### src/rtl/counter_seq_ctrl_if.sv
// Host-side control/status bundle for counter_seq_ctrl.
// master: host control logic (drives requests/config, observes status).
// slave : the sequencer (consumes requests/config, drives status).
// Signals:
//   start_i, stop_i, mode_i   start/abort requests and one-shot(0)/periodic(1) select
//   prescale_i, period_i      ce divider (ce every prescale_i+1 cycles) and terminal count
//   irq_clr_i                 clears the sticky interrupt
//   ce_o, count_o, tick_o     count enable, current count, terminal-ce pulse
//   done_o, busy_o, irq_o     one-shot completion pulse, ARM/RUN flag, interrupt
interface counter_seq_ctrl_if #(
  parameter int unsigned COUNT_W    = 7,
  parameter int unsigned PRESCALE_W = 8
);
  logic                  start_i;
  logic                  stop_i;
  logic                  mode_i;
  logic [PRESCALE_W-1:0] prescale_i;
  logic [COUNT_W-1:0]    period_i;
  logic                  irq_clr_i;
  logic                  ce_o;
  logic [COUNT_W-1:0]    count_o;
  logic                  tick_o;
  logic                  done_o;
  logic                  busy_o;
  logic                  irq_o;

  modport master (
    output start_i, stop_i, mode_i, prescale_i, period_i, irq_clr_i,
    input  ce_o, count_o, tick_o, done_o, busy_o, irq_o
  );

  modport slave (
    input  start_i, stop_i, mode_i, prescale_i, period_i, irq_clr_i,
    output ce_o, count_o, tick_o, done_o, busy_o, irq_o
  );
endinterface

### src/rtl/counter_seq_ctrl.sv
// Sequencer for a count-enable driven counter datapath. Produces a prescaled ce, counts ce
// pulses against a latched period and runs one-shot or periodic, reporting terminal ticks,
// one-shot completion and an interrupt.
// Ports:
//   clk_i      rising-edge clock
//   n_reset_i  asynchronous active-low reset
//   bus_io     counter_seq_ctrl_if.slave: requests/config in, ce/count/status out
// Build option: COUNTER_SEQ_STICKY_IRQ_EN makes irq_o a sticky flag set by tick and cleared
// by irq_clr_i (set wins). Without it irq_o is a registered copy of tick_o.
module counter_seq_ctrl #(
  parameter int unsigned COUNT_W    = 7,
  parameter int unsigned PRESCALE_W = 8
) (
  input  logic               clk_i,
  input  logic               n_reset_i,
  counter_seq_ctrl_if.slave  bus_io
);

  localparam logic [1:0] StIdle = 2'd0;
  localparam logic [1:0] StArm  = 2'd1;
  localparam logic [1:0] StRun  = 2'd2;
  localparam logic [1:0] StDone = 2'd3;

  logic [1:0]            state_q, state_d;
  logic                  mode_q, mode_d;
  logic [PRESCALE_W-1:0] plim_q, plim_d;
  logic [COUNT_W-1:0]    per_q, per_d;
  logic [PRESCALE_W-1:0] psc_q, psc_d;
  logic [COUNT_W-1:0]    count_q, count_d;
  logic                  ce_q, ce_d;
  logic                  tick_q, tick_d;
  logic                  done_q, done_d;
  logic                  busy_q, busy_d;
  logic                  irq_q, irq_d;

  // Outputs are registered, so every output flop is loaded with the value that belongs to the
  // cycle being entered: ce/tick are derived from the next prescaler/count/state.
  always_comb begin
    state_d = state_q;
    mode_d  = mode_q;
    plim_d  = plim_q;
    per_d   = per_q;
    psc_d   = psc_q;
    count_d = count_q;

    unique case (state_q)
      StIdle: begin
        // stop wins over a simultaneous start
        if (bus_io.start_i && !bus_io.stop_i) begin
          mode_d  = bus_io.mode_i;
          plim_d  = bus_io.prescale_i;
          per_d   = bus_io.period_i;
          state_d = StArm;
        end
      end
      StArm: begin
        psc_d   = '0;
        count_d = '0;
        state_d = bus_io.stop_i ? StIdle : StRun;
      end
      StRun: begin
        if (bus_io.stop_i) begin
          // the ce/tick that would have been launched at this edge is dropped
          psc_d   = '0;
          count_d = '0;
          state_d = StIdle;
        end else begin
          if (ce_q) begin
            psc_d   = '0;
            count_d = (count_q == per_q) ? '0 : count_q + 1'b1;
          end else begin
            psc_d = psc_q + 1'b1;
          end
          if (tick_q && !mode_q) begin
            state_d = StDone;
          end
        end
      end
      StDone: begin
        state_d = StIdle;
      end
      default: begin
        state_d = StIdle;
      end
    endcase
  end

  always_comb begin
    ce_d   = (state_d == StRun) && (psc_d == plim_d);
    tick_d = ce_d && (count_d == per_d);
    done_d = (state_d == StDone);
    busy_d = (state_d == StArm) || (state_d == StRun);
`ifdef COUNTER_SEQ_STICKY_IRQ_EN
    irq_d  = tick_d | (irq_q & ~bus_io.irq_clr_i);
`else
    irq_d  = tick_d;
`endif
  end

`ifndef COUNTER_SEQ_STICKY_IRQ_EN
  logic unused_irq_clr;
  assign unused_irq_clr = bus_io.irq_clr_i;
`endif

  always_ff @(posedge clk_i or negedge n_reset_i) begin
    if (!n_reset_i) begin
      state_q <= StIdle;
      mode_q  <= 1'b0;
      plim_q  <= '0;
      per_q   <= '0;
      psc_q   <= '0;
      count_q <= '0;
      ce_q    <= 1'b0;
      tick_q  <= 1'b0;
      done_q  <= 1'b0;
      busy_q  <= 1'b0;
      irq_q   <= 1'b0;
    end else begin
      state_q <= state_d;
      mode_q  <= mode_d;
      plim_q  <= plim_d;
      per_q   <= per_d;
      psc_q   <= psc_d;
      count_q <= count_d;
      ce_q    <= ce_d;
      tick_q  <= tick_d;
      done_q  <= done_d;
      busy_q  <= busy_d;
      irq_q   <= irq_d;
    end
  end

  assign bus_io.ce_o    = ce_q;
  assign bus_io.count_o = count_q;
  assign bus_io.tick_o  = tick_q;
  assign bus_io.done_o  = done_q;
  assign bus_io.busy_o  = busy_q;
  assign bus_io.irq_o   = irq_q;

endmodule

### src/flat_wrapper.sv
// flat-port wrapper written by rule: the top's interface ports become plain ports
module counter_seq_ctrl_flat 
#(
  parameter int unsigned COUNT_W    = 7,
  parameter int unsigned PRESCALE_W = 8
)
  (clk_i, n_reset_i, bus_io_start_i, bus_io_stop_i, bus_io_mode_i, bus_io_prescale_i, bus_io_period_i, bus_io_irq_clr_i, bus_io_ce_o, bus_io_count_o, bus_io_tick_o, bus_io_done_o, bus_io_busy_o, bus_io_irq_o);
  counter_seq_ctrl_if #(.COUNT_W(COUNT_W), .PRESCALE_W(PRESCALE_W)) bus_io_i ();
  input  logic clk_i;
  input  logic n_reset_i;
  input wire logic [$bits(bus_io_i.start_i)-1:0] bus_io_start_i;
  input wire logic [$bits(bus_io_i.stop_i)-1:0] bus_io_stop_i;
  input wire logic [$bits(bus_io_i.mode_i)-1:0] bus_io_mode_i;
  input wire logic [$bits(bus_io_i.prescale_i)-1:0] bus_io_prescale_i;
  input wire logic [$bits(bus_io_i.period_i)-1:0] bus_io_period_i;
  input wire logic [$bits(bus_io_i.irq_clr_i)-1:0] bus_io_irq_clr_i;
  output wire logic [$bits(bus_io_i.ce_o)-1:0] bus_io_ce_o;
  output wire logic [$bits(bus_io_i.count_o)-1:0] bus_io_count_o;
  output wire logic [$bits(bus_io_i.tick_o)-1:0] bus_io_tick_o;
  output wire logic [$bits(bus_io_i.done_o)-1:0] bus_io_done_o;
  output wire logic [$bits(bus_io_i.busy_o)-1:0] bus_io_busy_o;
  output wire logic [$bits(bus_io_i.irq_o)-1:0] bus_io_irq_o;
  assign bus_io_i.start_i = bus_io_start_i;
  assign bus_io_i.stop_i = bus_io_stop_i;
  assign bus_io_i.mode_i = bus_io_mode_i;
  assign bus_io_i.prescale_i = bus_io_prescale_i;
  assign bus_io_i.period_i = bus_io_period_i;
  assign bus_io_i.irq_clr_i = bus_io_irq_clr_i;
  assign bus_io_ce_o = bus_io_i.ce_o;
  assign bus_io_count_o = bus_io_i.count_o;
  assign bus_io_tick_o = bus_io_i.tick_o;
  assign bus_io_done_o = bus_io_i.done_o;
  assign bus_io_busy_o = bus_io_i.busy_o;
  assign bus_io_irq_o = bus_io_i.irq_o;
  counter_seq_ctrl #(.COUNT_W(COUNT_W), .PRESCALE_W(PRESCALE_W)) u_core (.clk_i(clk_i), .n_reset_i(n_reset_i), .bus_io(bus_io_i));
endmodule
### config.mk
export PLATFORM = sky130hd
export DESIGN_NAME = counter_seq_ctrl_flat
export DESIGN_NICKNAME = d
export VERILOG_FILES = /design/src/rtl/counter_seq_ctrl_if.sv /design/src/rtl/counter_seq_ctrl.sv /design/src/flat_wrapper.sv
export SDC_FILE = /design/constraint.sdc
export NUM_CORES = 1
export LEC_CHECK = 0
export BUFFER_PORTS_ARGS = -buffer_cell sky130_fd_sc_hd__buf_2
export CORE_ASPECT_RATIO = 1.1
export CORE_MARGIN = 2
export CORE_UTILIZATION = 50
export DETAILED_ROUTE_END_ITERATION = 6
export GPL_ROUTABILITY_DRIVEN = 0
export GPL_TIMING_DRIVEN = 0
export PLACE_DENSITY = 0.74
export RECOVER_POWER = 25
export SLEW_MARGIN = 10
export SYNTH_ARGS = -nofsm -noshare
export SYNTH_HDL_FRONTEND = slang
export SYNTH_SLANG_ARGS = --single-unit
### constraint.sdc
create_clock -name clk_i -period 2.4 [get_ports clk_i]
set_input_delay 0.6 -clock clk_i [delete_from_list [all_inputs] [get_ports clk_i]]
set_output_delay 0.6 -clock clk_i [all_outputs]
set_load 0.02 [all_outputs]
==> results of run 1 <==
-- synth_stat cells, types with 3 or more instances --
cell,instances,area [um^2]
xnor2_1,9,78.8
dfrtp_1,37,926
nor3_1,4,20.0
o21ai_0,7,35.0
nor2b_1,5,31.3
mux2i_1,4,40.0
nand2b_1,4,25.0
nor2_1,3,11.3
mux2_2,14,158
ha_1,8,100
and3_1,4,25.0
inv_1,11,41.3
xor2_1,14,123
nand2_1,13,48.8
nand4_1,6,37.5
nand3_1,5,25.0
a221oi_1,3,26.3
-- worst max-delay path by stage --
stage / slack (ns) / cells after the start / from / endpoint
6_report: -0.03 / 10 / u_core.state_q[0] / u_core.bus_io.tick_o
2_1_floorplan: 0.15 / 10 / u_core.state_q[0] / u_core.bus_io.tick_o
4_1_cts: -0.14 / 10 / u_core.state_q[0] / u_core.bus_io.tick_o
3_3_place_gp: -0.31 / 8 / bus_io_stop_i / u_core.bus_io.tick_o
5_1_grt: -0.18 / 10 / u_core.state_q[0] / u_core.bus_io.tick_o
3_5_place_dp: -0.32 / 8 / bus_io_stop_i / u_core.bus_io.tick_o
-- worst reg2reg max path: stages, from the launching register on --
cell,delay [ns]
dfrtp_1,0.38
inv_2,0.07
buf_4,0.14
ha_4,0.30
and2_2,0.24
nand4_1,0.14
xor2_1,0.18
a221oi_2,0.25
xnor2_1,0.17
nand4_1,0.13
nor4_2,0.33
-- layout make-up --
| type | count | area [um^2] |
|---|---|---|
| plain buffers | 5 | 45.0 |
| clock buffers | 5 | 68.8 |
| clock inverters | 1 | 5.00 |
| fillers | 334 | 1460 |
| inverters | 12 | 50.0 |
| multi-input cells | 133 | 1120 |
| flip-flops and latches | 37 | 926 |
| well taps | 52 | 65.1 |
| repair buffers | 37 | 198 |
-- repair_timing --
item,4_1_cts,5_1_grt
setup buffers,4,1
resized for setup,22,9
pin swaps,8,3
gates cloned,1,0
setup endpoints to repair,2,1
-- cell families after synthesis --
family | Yosys count
buf+inv | 18
fa+ha+maj | 8
xor+xnor | 23
simple gates | 58
mux | 18
flops | 37
compound gates | 26
-- power breakdown --
| group | switching, mW | leakage, nW | internal, mW | total, mW |
|---|---|---|---|---|
| combinational | 0.532 | 0.720 | 0.447 | 0.979 |
| clock | 0.207 | 0.0399 | 0.191 | 0.398 |
| sequential | 0.0871 | 0.479 | 0.791 | 0.878 |
| total | 0.826 | 1.24 | 1.43 | 2.25 |
-- registers in the layout, indices dropped and copies added, names as in the netlist --
signal	flops
u_core.psc_q	8
u_core.plim_q	8
u_core.bus_io.done_o	1
u_core.bus_io.tick_o	1
u_core.state_q	2
u_core.mode_q	1
u_core.bus_io.ce_o	1
u_core.bus_io.busy_o	1
u_core.per_q	7
u_core.bus_io.count_o	7
-- routing by layer --
metal / part of all wire (%) / vias to the layer above / routed length [um] / GRT usage, %
met2: 53 / 30 / 2200 / 33.8
met1: 42 / 765 / 1750 / 22.3
li1: - / 752 / - / -
met3: 3.9 / 6 / 161 / 4.61
met5: 0 / - / 0 / 0
met4: 1.5 / 0 / 63 / 7.57
==> flow_results.org, run 1 <==
** Yosys
- For this run, the number of Yosys warnings is 0.
- Multiplexer fraction of the synthesized cell area :: 9.69%
- Avg Synthesized Cell Area :: 10.8 um^2
- Main combinational cell family by area after synthesis :: simple AND/OR/NAND/NOR gates
- Syn Nets :: 217
- Post-synthesis share of cell area spent on and, or, nand and nor gates :: 16.5%
- Sequential cell area fraction in the yosys report :: 45.4%
- Summing the areas of all fa, ha and maj instances in the mapped netlist gives 4.91% of the synthesized area.
- Summed instance area of the synthesized netlist :: 0.00204 mm^2
- Ys async rst share :: 100%
- Post-synthesis xor/xnor area fraction :: 9.88%
- Synthesized-area fraction occupied by ao, oa, aoi and oai cells :: 9.63%
- Number of flops mapped to enable cells by yosys :: 0
- Among all flip-flop cells after synthesis, the most frequent one is dfrtp_1.
- Synth Instances :: 188
- Counting distinct cell types in the post-synthesis netlist gives 44.
- The synthesized design contains 37 register bits.

** Power
- LEAKAGE :: 1.24 nW
- Across the VDD grid, the largest voltage drop is 0.504 mV.
- Post-layout total power :: 2.25 mW
- Power spread over the standard cell area amounts to 910 mW/mm^2.

** Hold path
- The path class of the tightest hold or removal check is in2async.

** Drt
- DRC viols :: 0
- The pre-antenna-repair detailed-routing pass consisted of 4 iterations.
- First-iteration detailed-routing DRC count :: 64
- The routed layout has 1553 vias.
- Final ANT Viol Nets :: 0
- After detailed routing, the total wire length is 4170 um.
- Post-DR vias/cell :: 5.51
- Dividing the detail-routed wire length by the instance count gives 14.8 um.

** Timing
- Setup violations remaining at the end of the flow were counted as 1.
- Counting I/O delays and the setup requirement, the final critical path takes 2.43 ns.
- The number of hold-slack violations in the final timing report came to 0.
- Between clock sinks in the finished design, the worst skew comes to 0.00791 ns.
- Final Slew Violations :: 0
- Setup repair after global routing missed its margin :: true
- Max-slew headroom at the worst pin :: 39.7%
- Across all setup checks in the final design, the least slack found is -0.0265 ns.
- Worst hold slack across all endpoints :: 0.427 ns
- Summed negative setup slack over all endpoints :: -0.0265 ns
- Static timing analysis puts the maximum clock frequency at 0.412 GHz.
- Of the available clock period, the critical path in the final layout requires 101%.
- For the pin with the worst max-slew slack, the measured transition is 0.905 ns.

** Critical path
- STA classifies the critical path endpoint as a flip-flop.
- Worst Setup Start Kind :: flip-flop
- Worst path most repeated cell :: nand4_1
- Longest individual stage delay on the worst path :: 0.38 ns
- Category of the most critical setup path :: reg2reg
- Reg2Reg Capture Point :: u_core.bus_io.tick_o
- Launch point of the worst reg-to-reg path :: u_core.state_q[0]
- Broken down by cell family, the worst path's largest delay share belongs to simple AND/OR/NAND/NOR gates.
- Critical path buffers and inverters :: 2
- For the worst setup path, the data arrival time is 2.61 ns.
- Critical path fanouts, max :: 6
- Among all stages on the critical path, the largest delay is contributed by dfrtp_1.
- Walking the worst path, the cells encountered are inv_2, buf_4, ha_4, and2_2, nand4_1, xor2_1, a221oi_2, xnor2_1, nand4_1, nor4_2.
- Internal reg-to-reg setup slack :: -0.03 ns
- For the worst setup path, the data required time is 2.58 ns.
- Cell depth of the worst flop-to-flop path :: 10

** Global route
- Initial antenna violation count :: 0
- Pin count of the biggest net entering global routing :: 38
- The first global-routing pass estimated 6710 um of wire.
- The total overflow left after global routing is 0.
- Aggregate global-route resource usage :: 19.2%
- The number of global-route vias before repair was 1511.

** Floorplan
- Standard-cell rows :: 24
- Die outline width :: 64.9 um
- Top-Level Pins :: 33
- Effective utilization at floorplan :: 51.8%
- Total die area :: 0.00461 mm^2
- Core outline area :: 0.00393 mm^2
- Die boundary height :: 71.0 um

** Flow run
- Number of max-capacitance violations reported :: 0

** Layout
- Number of nets in the final layout :: 260
- The finished cells cover 0.00248 mm^2.
- Synth-to-layout area growth :: 21.5%
- In the final layout, the share of cells above drive strength 1 is 36.1%.
- Most common cell after layout, fill and taps aside :: dfrtp_1
- 0 antenna diodes ended up in the layout.
- Utilization of the core after routing :: 63.0%
- Leaving out fill and tap cells, the most frequent cells in the layout are 37 x dfrtp_1, 31 x buf_2, 14 x xor2_1.
- The finished layout holds 282 standard cells, fillers aside.

** Placed design
- DP Wirelength :: 2900 um
- The count of buffers added on input and output ports is 31.
- Worst-case setup slack after placement :: -0.321 ns
- After detailed placement, the total cell area comes to 0.00226 mm^2.
- DP Cell Count :: 271

** Run status
- The checks that failed: setup timing.
- Run status :: finished, violations left

** CTS
- Number of levels the H-tree was split into :: 2
- Counting the buffers created by CTS gives 5.
- After clock tree synthesis, the clock-pin slew on the worst setup and hold paths is 0.07 ns.
- The tree built by TritonCTS fans out to 37 sinks.
- The clock passes through at most 2 buffers.
- CTS tree :: built
- Cts hold-fix bufs :: 0
- Clock latency on the worst-skew pair :: 0.29 ns
- CTS root buf :: clkbuf_8
(Power assumes the default switching activity.)
==> run 2: changes to the inputs <==
--- a/config.mk
+++ b/config.mk
@@ -13,7 +13,6 @@
 export GPL_ROUTABILITY_DRIVEN = 0
 export GPL_TIMING_DRIVEN = 0
 export PLACE_DENSITY = 0.74
-export RECOVER_POWER = 25
 export SLEW_MARGIN = 10
 export SYNTH_ARGS = -nofsm -noshare
 export SYNTH_HDL_FRONTEND = slang
==> flow_results.org, run 2 (synthesis results as in run 1) <==
** Run status
- Run status :: finished, violations left
- The final reports fail on setup timing.

** Drt
- Met2 WL post-DR :: 2200 um
- The first routing iteration left 64 violations.
- DRC viols :: 0
- Before antenna repair, the detailed router went through 4 iterations.
- Met3 Routed Length :: 162 um
- WL final :: 4170 um
- Total via count after detailed routing :: 1553
- Average wire per standard cell :: 14.8 um
- Post-DR vias/cell :: 5.51
- The detailed router used layers up to and including met4.
- Total routed wire length on the met1 layer :: 1750 um
- Final ANT Viol Nets :: 0

** Power
- Relative contribution of combinational cells to total power :: 43.4%
- Across the VDD grid, the largest voltage drop is 0.504 mV.
- LEAKAGE :: 1.24 nW
- Summed over all nets, the switching power comes to 0.826 mW.
- Portion of total power attributed to the clock network :: 17.6%
- Post-layout total power :: 2.25 mW
- Net switching is 36.6% of the power.
- Power spread over the standard cell area amounts to 910 mW/mm^2.
- Registers are responsible for 38.9% of the overall power.
- The internal power of the cells totals 1.43 mW.

** CTS
- Number of buffers created by CTS :: 5
- The H-tree was split into 2 levels.
- In this run the clock root is driven by a clkbuf_8.
- TritonCTS sink count :: 37
- Max Buffers Root-to-Sink :: 2
- TritonCTS built the clock tree.
- Clock transition at the registers of the reported paths :: 0.07 ns
- Clock latency on the worst-skew pair :: 0.29 ns

** Critical path
- Following the worst setup path forward leads to its endpoint at u_core.bus_io.tick_o.
- At the worst endpoint, the arrival time is 2.61 ns.
- The worst setup path is captured at a flip-flop.
- In this run the worst path has a maximum fanout of 6.
- The worst setup path is launched from a flip-flop.
- In this run the register-to-register setup slack is -0.03 ns.
- Beginning of the critical path :: u_core.state_q[0]
- Cell depth of the worst flop-to-flop path :: 10
- Worst path required time :: 2.58 ns
- The endpoint identified for the worst register-to-register timing path is u_core.bus_io.tick_o.
- Category of the most critical setup path :: reg2reg
- In this run the critical register-to-register path is launched from u_core.state_q[0].

** Layout
- Number of nets in the final layout :: 260
- ANT cells :: 0
- Cells with a size suffix above 1 make up 36.1% of the layout.
- Summing all non-filler instances in the final layout gives an area of 0.00248 mm^2.
- In the final layout, the multi-input gates occupy 0.00112 mm^2.
- The finished layout holds 282 standard cells, fillers aside.
- Filler cell count :: 334
- Most frequent cells in the layout :: 37 x dfrtp_1, 32 x buf_2, 14 x xor2_1
- Area occupied by registers :: 926 um^2
- The area growth from synthesis to layout is 21.5%.
- Leaving out fill and tap cells, the most frequent cell in the layout is dfrtp_1.
- The largest registers in the layout are u_core.plim_q (8), u_core.psc_q (8).

** Floorplan
- The core region is 0.00393 mm^2.
- The initial utilization of the core area, before any placement, comes to 51.8%.
- The die is 71.0 um tall.
- Standard-cell rows :: 24
- Total die area :: 0.00461 mm^2
- Die outline width :: 64.9 um
- In this run the count of I/O pins placed on the die edge is 33.

** Placed design
- Once placement completed, the tool counted placed cells totaling 271.
- After detailed placement, the total cell area comes to 0.00226 mm^2.
- DP Wirelength :: 2900 um
- At the placement stage, the worst setup path has a slack of -0.321 ns.
- Port bufs :: 31

** Timing
- Final Slew Violations :: 0
- Final critical delay including setup and external delays :: 2.43 ns
- Worst hold slack across all endpoints :: 0.396 ns
- For the pin with the worst max-slew slack, the measured transition is 0.808 ns.
- Smallest setup slack after layout :: -0.0265 ns
- In this run the tightest slew margin relative to its limit is 46.1%.
- Final worst path period share :: 101%
- Setup repair after global routing could not meet its margin everywhere.
- Layout Skew :: 0.00791 ns
- # setup viols final :: 1
- Upper clock frequency limit :: 0.412 GHz
- The number of hold-slack violations in the final timing report is 0.

** Global route
- Global-route wire length before repair :: 6710 um
- Via count of the first global-routing pass :: 1511
- Global routing finished with a remaining overflow of 0.
- Global routing used 19.2% of the available tracks across all layers.
- Entering global routing, the biggest net connects 38 pins.
- The number of antenna violations at the first check in global routing came to 0.

** Hold path
- The tightest min-delay check is of the in2async type.

** Flow run
- Number of max-capacitance violations reported :: 0
## run 2: layout make-up
class,instances,share of cell area [%]
Buffer,5,1.82
Clock buffer,5,2.78
Clock inverter,1,0.202
Inverter,12,2.02
Multi-Input combinational cell,133,45.2
Sequential cell,37,37.4
Tap cell,52,2.62
Timing Repair Buffer,37,7.98
## run 2: worst max-delay path: stages (launching register included)
cell,delay [ns]
dfrtp_1,0.38
inv_2,0.07
buf_4,0.14
ha_4,0.30
and2_2,0.24
nand4_1,0.14
xor2_1,0.17
a221oi_2,0.25
xnor2_1,0.17
nand4_1,0.13
nor4_2,0.33
## run 2: timing repair
item                                   4_1_cts  5_1_grt
hold buffers                                 0        0
endpoints found under the hold margin        0        0
setup endpoints to repair                    2        1
buffers inserted                             4        1
gates cloned                                 1        0
pin swaps                                    8        3
resized for setup                           22        9
## run 2: through the flow
step,TNS [ns],utilization [%]
5_1_grt,-0.176,63.0
3_3_place_gp,-0.343,57.4
6_report,-0.0265,63.0
4_1_cts,-0.143,62.2
3_5_place_dp,-0.375,57.4
2_1_floorplan,0,-
## run 2: worst min-delay path by stage
stage | depth (start not counted) | slack, ns | endpoint | startpoint
final | 1 | 0.40 | u_core.bus_io.done_o | n_reset_i
after global routing | 1 | 0.47 | u_core.bus_io.done_o | n_reset_i
after detailed placement | 2 | 0.49 | u_core.plim_q[5] | u_core.plim_q[5]
after floorplan | 0 | 0.30 | u_core.bus_io.busy_o | n_reset_i
after global placement | 2 | 0.48 | u_core.plim_q[5] | u_core.plim_q[5]
after CTS | 1 | 0.42 | u_core.bus_io.done_o | n_reset_i
## run 2: metal layers
metal	up-vias	global-route usage, %
met5	-	0
met4	0	7.57
met3	6	4.61
met2	30	33.8
met1	765	22.3
li1	752	-
## run 2: power by group through the flow
stage / registers (mW) / logic (mW) / clock network, mW
floorplan: 0.876 / 0.617 / 0
global placement: 0.874 / 0.796 / 0
detailed placement: 0.886 / 0.817 / 0
CTS: 0.878 / 0.946 / 0.417
global route: 0.893 / 1.08 / 0.430
finish: 0.878 / 0.979 / 0.398
